[src/rtl/pinaipple_pkg.sv]
// System address map and response-order tags shared by the Ibex data bridge.
package pinaipple_pkg;

  localparam logic [31:0] RAM_START   = 32'h0010_0000;
  localparam logic [31:0] RAM_SIZE    = 32'h0001_0000;
  localparam logic [31:0] RAM_MASK    = ~(RAM_SIZE - 32'd1);

  localparam logic [31:0] GPIO_START  = 32'h8000_0000;
  localparam logic [31:0] GPIO_SIZE   = 32'h0000_1000;
  localparam logic [31:0] GPIO_MASK   = ~(GPIO_SIZE - 32'd1);

  localparam logic [31:0] UART_START  = 32'h8000_1000;
  localparam logic [31:0] UART_SIZE   = 32'h0000_1000;
  localparam logic [31:0] UART_MASK   = ~(UART_SIZE - 32'd1);

  localparam logic [31:0] TIMER_START = 32'h8000_2000;
  localparam logic [31:0] TIMER_SIZE  = 32'h0000_1000;
  localparam logic [31:0] TIMER_MASK  = ~(TIMER_SIZE - 32'd1);

  typedef enum logic {
    TagNet = 1'b0,
    TagErr = 1'b1
  } resp_tag_e;

  function automatic logic addr_hit(input logic [31:0] addr,
                                    input logic [31:0] start,
                                    input logic [31:0] mask);
    return (addr & mask) == start;
  endfunction

  function automatic logic addr_mapped(input logic [31:0] addr);
    return addr_hit(addr, RAM_START,   RAM_MASK)  |
           addr_hit(addr, GPIO_START,  GPIO_MASK) |
           addr_hit(addr, UART_START,  UART_MASK) |
           addr_hit(addr, TIMER_START, TIMER_MASK);
  endfunction

endpackage

[src/rtl/resp_order_fifo.sv]
// Small FIFO of 1-bit response tags; pointers carry one extra wrap bit so
// full and empty are told apart by the MSB.
module resp_order_fifo #(
  parameter int Depth = 2
) (
  input  logic clk_i,
  input  logic rst_ni,
  input  logic push_i,
  input  logic push_data_i,
  input  logic pop_i,
  output logic empty_o,
  output logic full_o,
  output logic head_o
);

  localparam int PW = $clog2(Depth) + 1;
  localparam int IW = (Depth > 1) ? $clog2(Depth) : 1;

  logic [PW-1:0] r_wptr;
  logic [PW-1:0] r_rptr;
  logic          r_mem [Depth];
  logic [IW-1:0] w_widx;
  logic [IW-1:0] w_ridx;
  logic          w_push;
  logic          w_pop;

  // Depth is a power of two, so the modulo is just a bit select
  assign w_widx  = IW'(r_wptr % PW'(Depth));
  assign w_ridx  = IW'(r_rptr % PW'(Depth));
  assign empty_o = (r_wptr == r_rptr);
  assign full_o  = ((r_wptr ^ r_rptr) == PW'(Depth));
  assign head_o  = r_mem[w_ridx];
  assign w_push  = push_i & ~full_o;
  assign w_pop   = pop_i & ~empty_o;

  always_ff @(posedge clk_i or negedge rst_ni) begin
    if (!rst_ni) begin
      r_wptr <= '0;
      r_rptr <= '0;
    end else begin
      if (w_push) r_wptr <= r_wptr + PW'(1);
      if (w_pop)  r_rptr <= r_rptr + PW'(1);
    end
  end

  always_ff @(posedge clk_i) begin
    if (w_push) r_mem[w_widx] <= push_data_i;
  end

endmodule

[src/rtl/ibex_data_bridge.sv]
// Ibex req/gnt/rvalid data port to valid/ready interconnect host port, with
// address decode and in-order local error responses for unmapped accesses.
module ibex_data_bridge
  import pinaipple_pkg::*;
#(
  parameter int DataWidth      = 32,
  parameter int MaxOutstanding = 2
) (
  input  logic                   clk_i,
  input  logic                   rst_ni,
  input  logic                   data_req_i,
  output logic                   data_gnt_o,
  output logic                   data_rvalid_o,
  input  logic                   data_we_i,
  input  logic [DataWidth/8-1:0] data_be_i,
  input  logic [DataWidth-1:0]   data_addr_i,
  input  logic [DataWidth-1:0]   data_wdata_i,
  output logic [DataWidth-1:0]   data_rdata_o,
  output logic                   data_err_o,
  output logic                   net_req_valid_o,
  input  logic                   net_req_ready_i,
  output logic [DataWidth-1:0]   net_tgt_addr_o,
  output logic                   net_wen_o,
  output logic [DataWidth/8-1:0] net_be_o,
  output logic [DataWidth-1:0]   net_wdata_o,
  input  logic                   net_resp_valid_i,
  output logic                   net_resp_ready_o,
  input  logic [DataWidth-1:0]   net_resp_rdata_i
);

  localparam int CW = $clog2(MaxOutstanding + 1);

  logic [CW-1:0] r_count;
  logic          w_mapped;
  logic          w_full;
  logic          w_gnt;
  logic          w_pop;
  logic          w_empty;
  logic          w_fifo_full;
  logic          w_head;
  logic          w_head_net;
  logic          w_head_err;
  resp_tag_e     w_push_tag;

  assign w_mapped   = addr_mapped(32'(data_addr_i));
  assign w_full     = (r_count == CW'(MaxOutstanding));
  assign w_gnt      = rst_ni & data_req_i & ~w_full & (~w_mapped | net_req_ready_i);
  assign w_push_tag = w_mapped ? TagNet : TagErr;

  // Outputs are forced low while reset is asserted, including pass-throughs
  assign data_gnt_o      = w_gnt;
  assign net_req_valid_o = rst_ni & data_req_i & w_mapped & ~w_full;
  assign net_tgt_addr_o  = rst_ni ? data_addr_i  : '0;
  assign net_wen_o       = rst_ni & data_we_i;
  assign net_be_o        = rst_ni ? data_be_i    : '0;
  assign net_wdata_o     = rst_ni ? data_wdata_i : '0;

  assign w_head_net = ~w_empty & (resp_tag_e'(w_head) == TagNet);
  assign w_head_err = ~w_empty & (resp_tag_e'(w_head) == TagErr);

  assign net_resp_ready_o = w_head_net;
  assign data_rvalid_o    = w_head_err | (w_head_net & net_resp_valid_i);
  assign data_err_o       = w_head_err;
  assign data_rdata_o     = w_head_net ? net_resp_rdata_i : '0;
  assign w_pop            = data_rvalid_o;

  resp_order_fifo #(
    .Depth (MaxOutstanding)
  ) u_order_fifo (
    .clk_i       (clk_i),
    .rst_ni      (rst_ni),
    .push_i      (w_gnt),
    .push_data_i (logic'(w_push_tag)),
    .pop_i       (w_pop),
    .empty_o     (w_empty),
    .full_o      (w_fifo_full),
    .head_o      (w_head)
  );

  always_ff @(posedge clk_i or negedge rst_ni) begin
    if (!rst_ni) begin
      r_count <= '0;
    end else if (w_gnt && !w_pop) begin
      r_count <= r_count + CW'(1);
    end else if (!w_gnt && w_pop) begin
      r_count <= r_count - CW'(1);
    end
  end

  a_resp_when_empty: assert property (@(posedge clk_i) disable iff (!rst_ni)
    w_empty |-> !net_resp_valid_i);

  a_count_matches_fifo: assert property (@(posedge clk_i) disable iff (!rst_ni)
    w_fifo_full == w_full);

endmodule

[config.mk]
export PLATFORM = sky130hd
export DESIGN_NAME = ibex_data_bridge
export DESIGN_NICKNAME = d
export VERILOG_FILES = /design/src/rtl/pinaipple_pkg.sv /design/src/rtl/resp_order_fifo.sv /design/src/rtl/ibex_data_bridge.sv
export SDC_FILE = /design/constraint.sdc
export NUM_CORES = 1
export LEC_CHECK = 0
export BUFFER_PORTS_ARGS = -buffer_cell sky130_fd_sc_hd__buf_4
export CAP_MARGIN = 15
export CORE_AREA = 2 2 83 85
export CTS_BUF_LIST = sky130_fd_sc_hd__clkbuf_4
export DETAILED_ROUTE_END_ITERATION = 16
export DIE_AREA = 0 0 85 87
export MAX_ROUTING_LAYER = met4
export SYNTH_ARGS = -nofsm -noshare
export SYNTH_HDL_FRONTEND = slang
export SYNTH_SLANG_ARGS = --single-unit
[constraint.sdc]
create_clock -name clk_i -period 2.3 [get_ports clk_i]
set_input_delay 0.23 -clock clk_i [delete_from_list [all_inputs] [get_ports clk_i]]
set_output_delay 0.23 -clock clk_i [all_outputs]
set_load 0.01 [all_outputs]
==> metrics.md, run 1 <==
| Metric | Value |
|---|---|
| Status | complete, no violations |
| Leak pwr | 1.561 nW |
| Vias in the first global route | 1787 |
| Crit path from | u_order_fifo.r_wptr[1] |
| DP HPWL | 4.848 mm |
| TritonCTS clock tree | yes |
| Count of cell types in the netlist | 27 |
| Die Ht | 87 um |
| Number of iterations in the first detailed-routing pass | 4 |
| RePlAce Congestion | 0.8454 |
| Worst Tran Pin Value | 0.5312 ns |
| Worst Path Arrival | 1.88 ns |
| Slew HR | 0.6459 |
| Synthesis-to-finish area growth | 134.0% |
| Seq pwr share | 0.160 |
| Final #Nets | 483 |
| DRT antenna net count | 0 |
| Final hold violation count | 0 |
| Leading area contributor after synthesis | and2_1 |
| Setup WS post-layout | ~0.19 ns |
| Sink Count | 8 |
| Total global-route track usage | 0.1407 |
| Syn Area/Cell | 7.257 sq um |
| Clock power share | 0.057 |
| Initial antenna violation count | 0 |
| Post-synth top flop | dfrtp_1 |
| Yosys Warn Count | 0 |
| Final worst-path cycle share | 0.9180 |
| Worst r2r src | u_order_fifo.r_wptr[1] |
| Share of the synthesized area in the top cell type | 0.4513 |
| Delay-heaviest family, CP | simple AND/OR/NAND/NOR gates |
| Initial Utilization | 0.1878 |
| Number of enable flip-flop cells after synthesis | 2 |
| Placeable Area | approximately 6600 sq um |
| Post-Synthesis Cells | 170 |
| Combinational share of power | 0.782 |
| Vias post-DR | between 1500 and 2000 |
| CP Data Required Time | ~2.1 ns |
| Number of max-cap violations | 0 |
| Detailed Route Iter0 Violations | 17 |
| # DRC | 0 |
| Hold Buf Count CTS | 0 |
| Fin util | 0.4394 |
| Max Slew Vio Count | 0 |
| Cell Rows | 30 |
| Peak VDD IR | a little under 300 uV |
| Most frequent cells in the layout | buf_4, and2_1, and2_2, nor2_1 |
| Die ar. | 7395 sq um |
| Io pins | 212 |
| Crit path capture type | output pin |
| Share of layout cells above drive strength 1 | 0.6123 |
| Die X | 85 um |
| Setup Buffers After CTS | 0 |
| Avg WL per Cell | 12.19 um |
| Root Driver | clkbuf_4 |
| Final Skew | 0.004987 ns |
| Max Freq | 0.4736 GHz |
| Setup crit start kind | flop |
| Syn Std Cell Area | 1234 sq um |
| Setup TNS | 0 ns |
| Setup violations, final | 0 |
| Hold Path Class | in2async |
| FFs w/ async S/R, synth | 0.7500 |
| Total grt overflow | 0 |
| RSZ-0062 raised after global routing | false |
| WS Path Type | reg2out |
| Port Buffers | around 210 |
| Max FO, Critical Path | 33 |
| Total wire length | 5.535 mm |
| Switch Pwr | 0.0007777 W |
| Number of synthesized register bits | 8 |
| Switch share | 0.4226 |
| Tot Pwr | 0.001840 W |
| Place WS | 0.1848 ns |
| Global-route wire length before repair | 8.280 mm |
| Cells along the critical path | xnor2_1 -> nand2_1 -> nand3b_1 -> o31ai_4 -> buf_4 -> and2_2 -> buf_4 |
| Top cells by area, synth | and2_1, dfrtp_1, and2_2 |
| Worst-case clock buffer depth | 2 |
| Synthesized net count | roughly 280 |
| Crit path top cell by count | buf_4 |
| Post-route minimum period | around 2.1 ns |
| Worst-path clk slew | 0.05 ns |
| Largest net degree at the start of global routing | 76 |
| PD cells | 637.5 nW/um^2 |
| Critical-path top delay cell | dfrtp_1 |
| Cts bufs inserted | 3 |
| Post-synthesis sequential area ratio | 0.1704 |
| Number of diodes | 0 |
| Leading cell type in the layout, fill and taps excluded | buf_4 |
| Vias per cell | 4.126 |
| Post_cts resized | 0 |
| Int Power | 0.001062 W |
| CP peak stage delay | roughly 0.43 ns |
| CTS H-tree lvls | 1 |
| Worst-Skew Late Latency | 0.25 ns |
| Worst path bufs/invs | 2 |
## area by class of cell
| type | instances | area, sq um |
|---|---|---|
| clock buffer | 3 | 22.52 |
| fill | 672 | 3682 |
| inverter | 2 | 7.507 |
| multi-input combinational | 148 | 947.2 |
| sequential | 8 | 210.2 |
| tap | 80 | 100.1 |
| timing repair buffer | 213 | 1599 |
## state kept, by name, indices dropped and copies added (netlist names)
| signal | count |
|---|---|
| u_order_fifo.r_rptr | 2 |
| r_count | 2 |
| u_order_fifo.r_wptr | 2 |
| u_order_fifo.r_mem | 2 |
## metrics by stage
| step | cell area, sq um | hold slack [ns] | instances |
|---|---|---|---|
| CTS | 2887 | 0.07906 | 454 |
| global placement | 2864 | 0.3635 | 451 |
| floorplan | 1234 | -0.06559 | 170 |
| finish | 2887 | 0.05797 | 454 |
| global route | 2887 | 0.1109 | 454 |
| detailed placement | 2864 | 0.3538 | 451 |
## cells by family (layout without fill, tap and decap cells)
logic type,after synthesis,after routing,share of synthesized area
AND/OR/NAND/NOR,125,125,0.6247
AO/OA/AOI/OAI,15,15,0.08216
buffers and inverters,14,218,0.06186
flip-flops,8,8,0.1704
XOR/XNOR,6,6,0.04260
adder cells (fa/ha/maj),1,1,0.01014
multiplexers,1,1,0.008114
## Yosys cell counts, types with 2 or more instances
cell type	n
a21oi_1	4
and2_1	89
and2_2	12
buf_6	3
clkbuf_1	8
dfrtp_1	6
edfxtp_1	2
inv_1	2
nand2_1	4
nand4b_1	2
nor2_1	10
nor4_1	3
nor4b_1	2
o21ai_0	6
xnor2_1	3
xor2_1	3
## layer usage
layer | track usage | vias up | wire length (um)
met3 | 0.02749 | 8 | 572
met4 | 0.03752 | 0 | 97
met5 | - | - | 0
met2 | 0.2685 | 121 | 2938
li1 | - | 951 | -
met1 | 0.1471 | 793 | 1926
## worst register-to-register path, delay by kind of cell (launching register included)
family	cells	cell delay, ns
adder cells (fa/ha/maj)	1	0.15
XOR/XNOR	3	0.47
AND/OR/NAND/NOR	4	0.64
flip-flops	1	0.43
AO/OA/AOI/OAI	1	0.12
## power by group through the flow
stage | clock network, W | registers (W) | logic (W)
4_1_cts | 0.000110 | 0.000295 | 0.00146
3_3_place_gp | 0 | 0.000296 | 0.00146
2_1_floorplan | 0 | 0.000248 | 0.000864
3_5_place_dp | 0 | 0.000297 | 0.00146
6_report | 0.000105 | 0.000295 | 0.00144
5_1_grt | 0.000118 | 0.000309 | 0.00159
## worst paths after layout
| check | end | slack, ns | depth (start not counted) |
|---|---|---|---|
| worst min-delay path | u_order_fifo.r_rptr[1] | 0.06 | 2 |
| worst min register to register | r_count[0] | 0.53 | 1 |
| worst max-delay path | data_rdata_o[25] | 0.19 | 7 |
| min in group clk_i | u_order_fifo.r_rptr[1] | 0.38 | 4 |
| max in group asynchronous | r_count[0] | 1.89 | 2 |
| worst max register to register | r_count[1] | 0.39 | 9 |
Power figures use the tool's default switching activity.
==> run 2: changes to the inputs <==
==> constraint.sdc (replaced) <==
create_clock -name clk_i -period 2.3 [get_ports clk_i]
set_input_delay 0 -clock clk_i [delete_from_list [all_inputs] [get_ports clk_i]]
set_output_delay 0 -clock clk_i [all_outputs]
set_load 0.01 [all_outputs]
==> metrics.md, run 2 (synthesis gave the netlist of run 1 again) <==
| Metric | Value |
|---|---|
| Final non-filler cell total | 456 |
| Max FO, Critical Path | 4 |
| Number of diodes | 0 |
| Final worst-path cycle share | 0.8922 |
| Number of iterations in the first detailed-routing pass | 4 |
| CTS H-tree lvls | 1 |
| TritonCTS clock tree | yes |
| # DRC | 0 |
| Leading cell type in the layout, fill and taps excluded | buf_4 |
| Post-route minimum period | 2.052 ns |
| Root Driver | clkbuf_4 |
| Total wire length | between 5 and 6 mm |
| Crit path from | u_order_fifo.r_rptr[1] |
| Synthesis-to-finish area growth | 136.5% |
| Sink Count | 8 |
| Max Freq | 0.4873 GHz |
| Initial antenna violation count | 0 |
| PD cells | 648.6 nW/um^2 |
| Placed Area | 2864 sq um |
| Crit path top cell by count | nor2_1 |
| Share of layout cells above drive strength 1 | 0.6117 |
| Die X | 85 um |
| Vias per cell | 4.077 |
| DP HPWL | between 4 and 5 mm |
| Most frequent cells in the layout | buf_4, and2_1, and2_2, nor2_1 |
| Status | complete, no violations |
| Final Skew | roughly 0.0087 ns |
| Final hold violation count | 0 |
| Hold Path Class | in2reg |
| Cts bufs inserted | 3 |
| DRT antenna net count | 0 |
| Vias post-DR | about 1900 |
| FILL cells | 665 |
| Final instance area | 2918 sq um |
| CP Data Required Time | 2.48 ns |
| Placed insts | ~450 |
| Setup violations, final | 0 |
| Vias in the first global route | about 1700 |
| Initial Utilization | 0.1878 |
| Number of max-cap violations | 0 |
| Delay-heaviest family, CP | simple AND/OR/NAND/NOR gates |
| Worst path bufs/invs | 0 |
| Slack of the worst reg-to-reg path | around 0.25 ns |
| RSZ-0062 raised after global routing | false |
| Avg WL per Cell | 12.46 um |
| WS Path Type | reg2reg |
| Tot Pwr | 0.001893 W |
| Cell Rows | 30 |
| Die ar. | 7395 sq um |
| Total grt overflow | 0 |
| Setup TNS | 0 ns |
| Detailed Route Iter0 Violations | 51 |
| Slew HR | 0.6432 |
| Global-route wire length before repair | 8.128 mm |
| Io pins | roughly 210 |
| Placeable Area | 6569 sq um |
| Cells along the critical path | xor2_1 -> nor2_1 -> nor2_1 -> nor2_1 -> a21o_1 -> ha_1 -> nor2_1 -> xnor2_1 |
| Largest net degree at the start of global routing | 76 |
| Total global-route track usage | 0.1400 |
| Worst-case clock buffer depth | 2 |
| Crit path capture type | flop |
| Port Buffers | between 200 and 250 |
| Worst r2r src | u_order_fifo.r_rptr[1] |
| Worst-Skew Late Latency | 0.26 ns |
| Leak pwr | 1.569 nW |
| Max Slew Vio Count | 0 |
| Setup Buffers After CTS | 0 |
| Peak VDD IR | 382.4 uV |
| Final #Nets | 485 |
| Worst-path clk slew | approximately 0.060 ns |
| Die Ht | approximately 87 um |
| Setup crit start kind | flop |
| CP peak stage delay | 0.42 ns |
| Worst Tran Pin Value | 0.5352 ns |
| RePlAce Congestion | 0.7785 |
| Worst Path Arrival | 2.23 ns |
| Critical-path top delay cell | dfrtp_1 |
| Worst Hold Launch | data_addr_i[23] |
[run 2: worst register-to-register path: cells and delay by family, from the launching register on]
family                   cells  cell delay, ns
adder cells (fa/ha/maj)      1            0.25
XOR/XNOR                     2            0.34
AO/OA/AOI/OAI                1            0.12
AND/OR/NAND/NOR              4            0.86
flip-flops                   1            0.42
[run 2: through the flow]
stage,hold slack (ns),worst slack [ns],utilization
floorplan,-0.2956,0.5977,-
finish,0.1465,0.2479,0.4442
detailed placement,0.1252,0.4055,0.4360
global route,0.1586,0.04647,0.4442
global placement,0.1216,0.4901,0.4360
CTS,0.1468,0.1330,0.4410
[run 2: path summary, 6_finish.rpt]
path,cells after the start,to
min,3,u_order_fifo.r_mem[0]
max in group asynchronous,3,u_order_fifo.r_wptr[1]
min in group asynchronous,3,r_count[0]
max reg2reg,8,r_count[1]
max,8,r_count[1]
min reg2reg,1,r_count[0]
[run 2: layout make-up]
type | instances | area [sq um] | share of cell area
well taps | 80 | 100.1 | 0.03431
inverters | 2 | 7.507 | 0.002573
flip-flops and latches | 8 | 210.2 | 0.07204
clock buffers | 3 | 22.52 | 0.007719
multi-input cells | 149 | 968.4 | 0.3319
repair buffers | 214 | 1609 | 0.5515
[run 2: repair_timing]
item	CTS	global route
resized for setup	0	1
hold buffers	1	0
endpoints found under the hold margin	6	0
endpoints found under the setup margin	0	19
[run 2: routing by layer]
layer  vias to the layer above  global-route usage  routed length, um
met3                         7             0.03033                630
met5                         -                   -                  0
met4                         0             0.04185                 72
met1                       772              0.1559               2069
met2                       123              0.2507               2910
li1                        957                   -                  -
[run 2: power by group]
group          switching (W)  internal (W)
registers          0.0000976      0.000209
logic               0.000675      0.000801
clock network      0.0000496     0.0000598
total               0.000822       0.00107
